$ cat config.mk
export PLATFORM = sky130hd
export DESIGN_NAME = ncl_threshold_gate_bank
export DESIGN_NICKNAME = d
export VERILOG_FILES = /design/src/rtl/ncl_pkg.sv /design/src/rtl/ncl_th22_cell.sv /design/src/rtl/ncl_threshold_gate_bank.sv
export SDC_FILE = /design/constraint.sdc
export NUM_CORES = 1
export LEC_CHECK = 0
export BUFFER_PORTS_ARGS = -buffer_cell sky130_fd_sc_hd__buf_2
export CORE_AREA = 4 4 41 43
export CTS_CLUSTER_DIAMETER = 60
export DETAILED_ROUTE_END_ITERATION = 6
export DIE_AREA = 0 0 45 47
export PLACE_DENSITY = 0.53
export REMOVE_ABC_BUFFERS = 1
export SETUP_SLACK_MARGIN = 0.02
export SYNTH_ARGS = -nofsm -noshare
export SYNTH_HDL_FRONTEND = slang
export SYNTH_HIERARCHICAL = 1
export SYNTH_SLANG_ARGS = --single-unit
$ cat constraint.sdc
create_clock -name clk -period 0.8 [get_ports clk]
set_input_delay 0.2 -clock clk [delete_from_list [all_inputs] [get_ports clk]]
set_output_delay 0.2 -clock clk [all_outputs]
set_load 0.005 [all_outputs]
$ cat src/rtl/ncl_pkg.sv
// Shared NCL definitions: rail encodings and the TH22 hysteresis rule used by NCL blocks.
package ncl_pkg;

    localparam logic NCL_NULL = 1'b0;
    localparam logic NCL_DATA = 1'b1;

    // C-element: outputs switch only when both inputs agree, otherwise hold.
    function automatic logic th22_next(input logic a, input logic b, input logic z);
        if (a && b) begin
            return NCL_DATA;
        end else if (!a && !b) begin
            return NCL_NULL;
        end
        return z;
    endfunction

endpackage

$ cat src/rtl/ncl_th22_cell.sv
// Single-lane registered TH22 (C-element) with synchronous init to NULL.
module ncl_th22_cell
    import ncl_pkg::*;
(
    input  logic clk,
    input  logic init,
    input  logic a,
    input  logic b,
    output logic z
);

    always_ff @(posedge clk) begin
        if (init) begin
            z <= NCL_NULL;
        end else begin
            z <= th22_next(a, b, z);
        end
    end

endmodule

$ cat src/rtl/ncl_threshold_gate_bank.sv
// Bank of registered TH12, TH22 and THnotN gates, WIDTH lanes each, with TH22 completion flags.
// Optional NCL_DUALRAIL_CHECK_EN adds a sticky dr_err flag over TH22 dual-rail pairs.
module ncl_threshold_gate_bank
    import ncl_pkg::*;
#(
    parameter int unsigned WIDTH = 2
) (
    input  logic             clk,
    input  logic             init,
    input  logic [WIDTH-1:0] th12_a,
    input  logic [WIDTH-1:0] th12_b,
    output logic [WIDTH-1:0] th12_z,
    input  logic [WIDTH-1:0] th22_a,
    input  logic [WIDTH-1:0] th22_b,
    output logic [WIDTH-1:0] th22_z,
    input  logic [WIDTH-1:0] thn_a,
    output logic [WIDTH-1:0] thn_z,
    output logic             th22_all_data,
    output logic             th22_all_null
`ifdef NCL_DUALRAIL_CHECK_EN
    ,
    output logic             dr_err
`endif
);

    always_ff @(posedge clk) begin
        if (init) begin
            th12_z <= {WIDTH{NCL_NULL}};
            thn_z  <= {WIDTH{NCL_NULL}};
        end else begin
            th12_z <= th12_a | th12_b;
            thn_z  <= ~thn_a;
        end
    end

    for (genvar i = 0; i < WIDTH; i++) begin : g_th22
        ncl_th22_cell u_cell (
            .clk  (clk),
            .init (init),
            .a    (th22_a[i]),
            .b    (th22_b[i]),
            .z    (th22_z[i])
        );
    end

    assign th22_all_data = &th22_z;
    assign th22_all_null = ~|th22_z;

`ifdef NCL_DUALRAIL_CHECK_EN
    if ((WIDTH % 2) != 0) begin : g_odd_width
        $error("ncl_threshold_gate_bank: WIDTH must be even with dual-rail checking");
    end

    logic pair_both;

    // Pairs (2k, 2k+1) are inspected on the registered values before this edge updates them.
    always_comb begin
        pair_both = 1'b0;
        for (int k = 0; k < int'(WIDTH / 2); k++) begin
            pair_both = pair_both | (th22_z[2*k] & th22_z[2*k+1]);
        end
    end

    always_ff @(posedge clk) begin
        if (init) begin
            dr_err <= 1'b0;
        end else if (pair_both) begin
            dr_err <= 1'b1;
        end
    end
`endif

endmodule

* After elaboration in Yosys (flattened, before gate mapping) *
Cells that the tools add are included.

storage, ports and cells
  bits of input ports = 12
  register bits = 6
  output and inout bits = 8
  logic and storage cells = 27

operators by class
  reduce and logical (&&, ||, !) cells = 11
  bitwise logic cells = 2
  mux-type cells = 10

operator list
  cell                 number
  $mux W1              10
  $logic_not A1 Y1     5
  $logic_and A1 B1 Y1  4
  $not A2 Y2           1
  $or A2 B2 Y2         1
  $reduce_and A2 Y1    1
  $reduce_or A2 Y1     1

* Longest topological paths before layout *
  depth in word-level cells = 5
  mapped depth = 3
  gate-level depth less buffers = 3

* Hierarchy *
The synthesis kept the hierarchy.

by module, submodules not included
  module                   cells each  sequential area each (sq um)  area each (sq um)  instances
  ncl_threshold_gate_bank  10          80.1                          117.6              1
  ncl_th22_cell            4           20.0                          46.3               2

* Worst setup path after synthesis *
No wires, ideal clock.

  path type = input port to flip-flop
  start point = in th22_a[1]
  end point = reg g_th22[1].u_cell.z
  setup time = 0.114 ns
  arrival = 0.676 ns
  required time = 0.686 ns
  buffers on the path = 0
  path slack = 0.009 ns
  cell stages on the path = 3
  cell sequence = ha_1 > mux2i_1 > nor2_1

between the ends
  word-level cells in the longest chain between the ends = 5
  elaborated cells between the ends (all ways) = 7
  those cells by class = mux (4); reduce/logical (3)

RTL lines
  item                  RTL line                       text
  from (decl)           ncl_threshold_gate_bank.sv:13  input logic [WIDTH-1:0] th22_a,
  $logic_not A1 Y1      ncl_pkg.sv:11                  end else if (!a && !b) begin
  $logic_and A1 B1 Y1   ncl_pkg.sv:11
  $mux W1               ncl_pkg.sv:11
  $mux W1               ncl_pkg.sv:9                   if (a && b) begin
  $mux W1               ncl_th22_cell.sv:13            if (init) begin
  to (signal assigned)  ncl_th22_cell.sv:16            z <= th22_next(a, b, z);
  to (decl)             ncl_th22_cell.sv:9             output logic z

Parallel ways exist; a longest one is shown, timed or not. The select of a mux whose other input is x is not followed.
A chain may end at the register's enable or synchronous reset.

* Final worst setup path *
  start point = reg g_th22[0].u_cell.z
  end point = out th22_all_data

between the ends
  word-level cells in the longest chain between the ends = 1

RTL lines
  item                    RTL line                       text
  from (decl)             ncl_th22_cell.sv:9
  from (signal assigned)  ncl_th22_cell.sv:16
  $reduce_and A2 Y1       ncl_threshold_gate_bank.sv:46  assign th22_all_data = &th22_z;
  to (decl)               ncl_threshold_gate_bank.sv:18  output logic th22_all_data,

Every way passes these cells.

==> out/qor.csv <==
metric,value,unit
Pleak,0.199,nW
"most common cell after layout, fill and taps aside",buf_2,
Synth top area share,57.1,%
DR vias,201,
worst path arrival time,0.82,ns
initial cell density of the core,16.2,%
TritonCTS clock tree,yes,
share of cells above drive strength 1,62.5,%
pre-CTS WS,-0.113,ns
CP Max Fanout,4,
f_max,0.981,GHz
Tcrit/Tclk final,127,%
Area contributors post-synth,"dfxtp_1 57%, ha_1 12%, mux2i_1 9.5%",
GR Overflow Total,0,
DRC,0,
Yosys top cell by area,dfxtp_1,
placed instance count,52,
vias in the first global route,203,
clk_lat worst skew,0.24,ns
crit path launch type,flip-flop,
Max-cap violations,0,
initial antenna violation count,0,
Non-Filler Instances,55,
Clock transition at path regs,0.05,ns
Synth Instances,18,
Synth cell types,6,
die area,2120,um^2
RSZ-0062 raised after global routing,true,
pwr/cell area,1920,nW/um^2
routed length per instance,8.95,um
Required @ worst endpoint,0.60,ns
first-pass GRT wire length,731,um
ANT nets after route,0,
Worst setup EP type,output port,
mapped cell area,210,um^2
final hold vios,0,
worst hold path class,input pin to flip-flop,
Die Y,47,um
Core Area,1300,um^2
Die W,45,um
fin nets,56,
relative slew slack,91.9,%
Synth Warn #,6,
first-iteration detailed-routing DRC count,1,
PortBufs,19,
Period minus WS final,1.02,ns
CTS sink cnt,6,
measured slew at the worst slew-check pin,0.118,ns
num ports,20,
gpl congestion,0.620,
row count,13,
# H-tree levels,1,
most frequent cells in the layout,"18 x buf_2, 5 x nor2_1, 3 x clkbuf_4, 3 x dfxtp_2, 3 x dfxtp_1",
DR pass1 iterations,2,
Via density,3.65,
VDD IR max,0.00105,V
largest net degree at the start of global routing,7,
Mapped Avg Cell Area,11.7,um^2
CTS buffer count,3,
hold buffers post-CTS,0,
Overall Global Routing Usage,5.23,%
Final Power,0.684,mW
"Worst Setup Slack, final",-0.219,ns
final setup vio count,8,
"Core Util, Final",27.4,%
failing checks,setup timing,
Seq cells post-synth,6,
status,"complete, but fails checks",
Fin Clk Skew,0,ns
"Seq/Total Area, Yosys",57.1,%
CTS root buffer,clkbuf_4,
max-slew violations,0,
area added between synthesis and finish,69.6,%
final wirelength,492,um
Bufs on Longest Clock Path,2,
ant diodes,0,
Worst Setup Path Type,flip-flop to output port,
-- cells in the mapped netlist --
cell / instances
mux2i_1: 2
nor2_1: 5
o21ba_1: 2
ha_1: 2
dfxtp_1: 6
and2_1: 1
-- layer usage --
metal  GRT usage, %  vias to the layer above  wire (um)
met3           5.36                        0        107
met1           6.67                       76        236
met4           1.75                        0          0
met5              0                        -          0
li1               -                      105          -
met2           5.65                       20        148
-- cell type report --
cell class	instances	area, um^2
repair buffers	19	101
multi-input cells	12	90.1
flip-flops and latches	6	124
well taps	15	18.8
fillers	144	945
clock buffers	3	22.5
-- critical path, stage by stage, from the launching register on --
cell and delay [ns]:
dfxtp_2 0.32, and2_1 0.14, buf_2 0.12
-- report_power, final --
group	switching, mW	internal, mW	total, mW
sequential	0.00739	0.319	0.326
clock	0.101	0.169	0.270
combinational	0.0324	0.0553	0.0877
total	0.140	0.543	0.684
-- flip-flops by register name (all words and copies together), names as in the netlist --
register         cells
th12_z               2
thn_z                2
g_th22.u_cell/z      2
-- final timing paths --
check	start	end	slack (ns)	cells after the start
setup reg to reg	g_th22[1].u_cell/z$_SDFFE_PP0P_	g_th22[1].u_cell/z$_SDFFE_PP0P_	0.19	2
hold / removal	thn_a[0]	thn_z[0]$_SDFF_PP0_	0.12	2
hold reg to reg	g_th22[0].u_cell/z$_SDFFE_PP0P_	g_th22[0].u_cell/z$_SDFFE_PP0P_	0.50	2
setup / recovery	g_th22[0].u_cell/z$_SDFFE_PP0P_	th22_all_data	-0.22	2
-- kinds of logic (layout without fill, tap and decap cells) --
| logic type | count (synthesis) | count (layout) | share of synthesized area [%] |
|---|---|---|---|
| buffers and inverters | 0 | 22 | 0 |
| DFF | 6 | 6 | 57.1 |
| adders and majority gates | 2 | 2 | 11.9 |
| muxes | 2 | 2 | 9.52 |
| and+or+nand+nor | 6 | 6 | 11.9 |
| AOI/OAI and AO/OA | 2 | 2 | 9.52 |
-- timing repair --
action                                  CTS  global route
endpoints found under the setup margin    8             8
setup buffers                             0             0
resized for setup                         2             2
-- stage by stage --
step	hold slack, ns	TNS [ns]	cell area [um^2]
after floorplan	0.267	0	210
after global placement	0.362	-0.221	324
after detailed placement	0.362	-0.226	324
after CTS	0.110	-0.881	349
after global routing	0.113	-1.02	357
final	0.117	-0.739	357
Power figures use the tool's default switching activity.
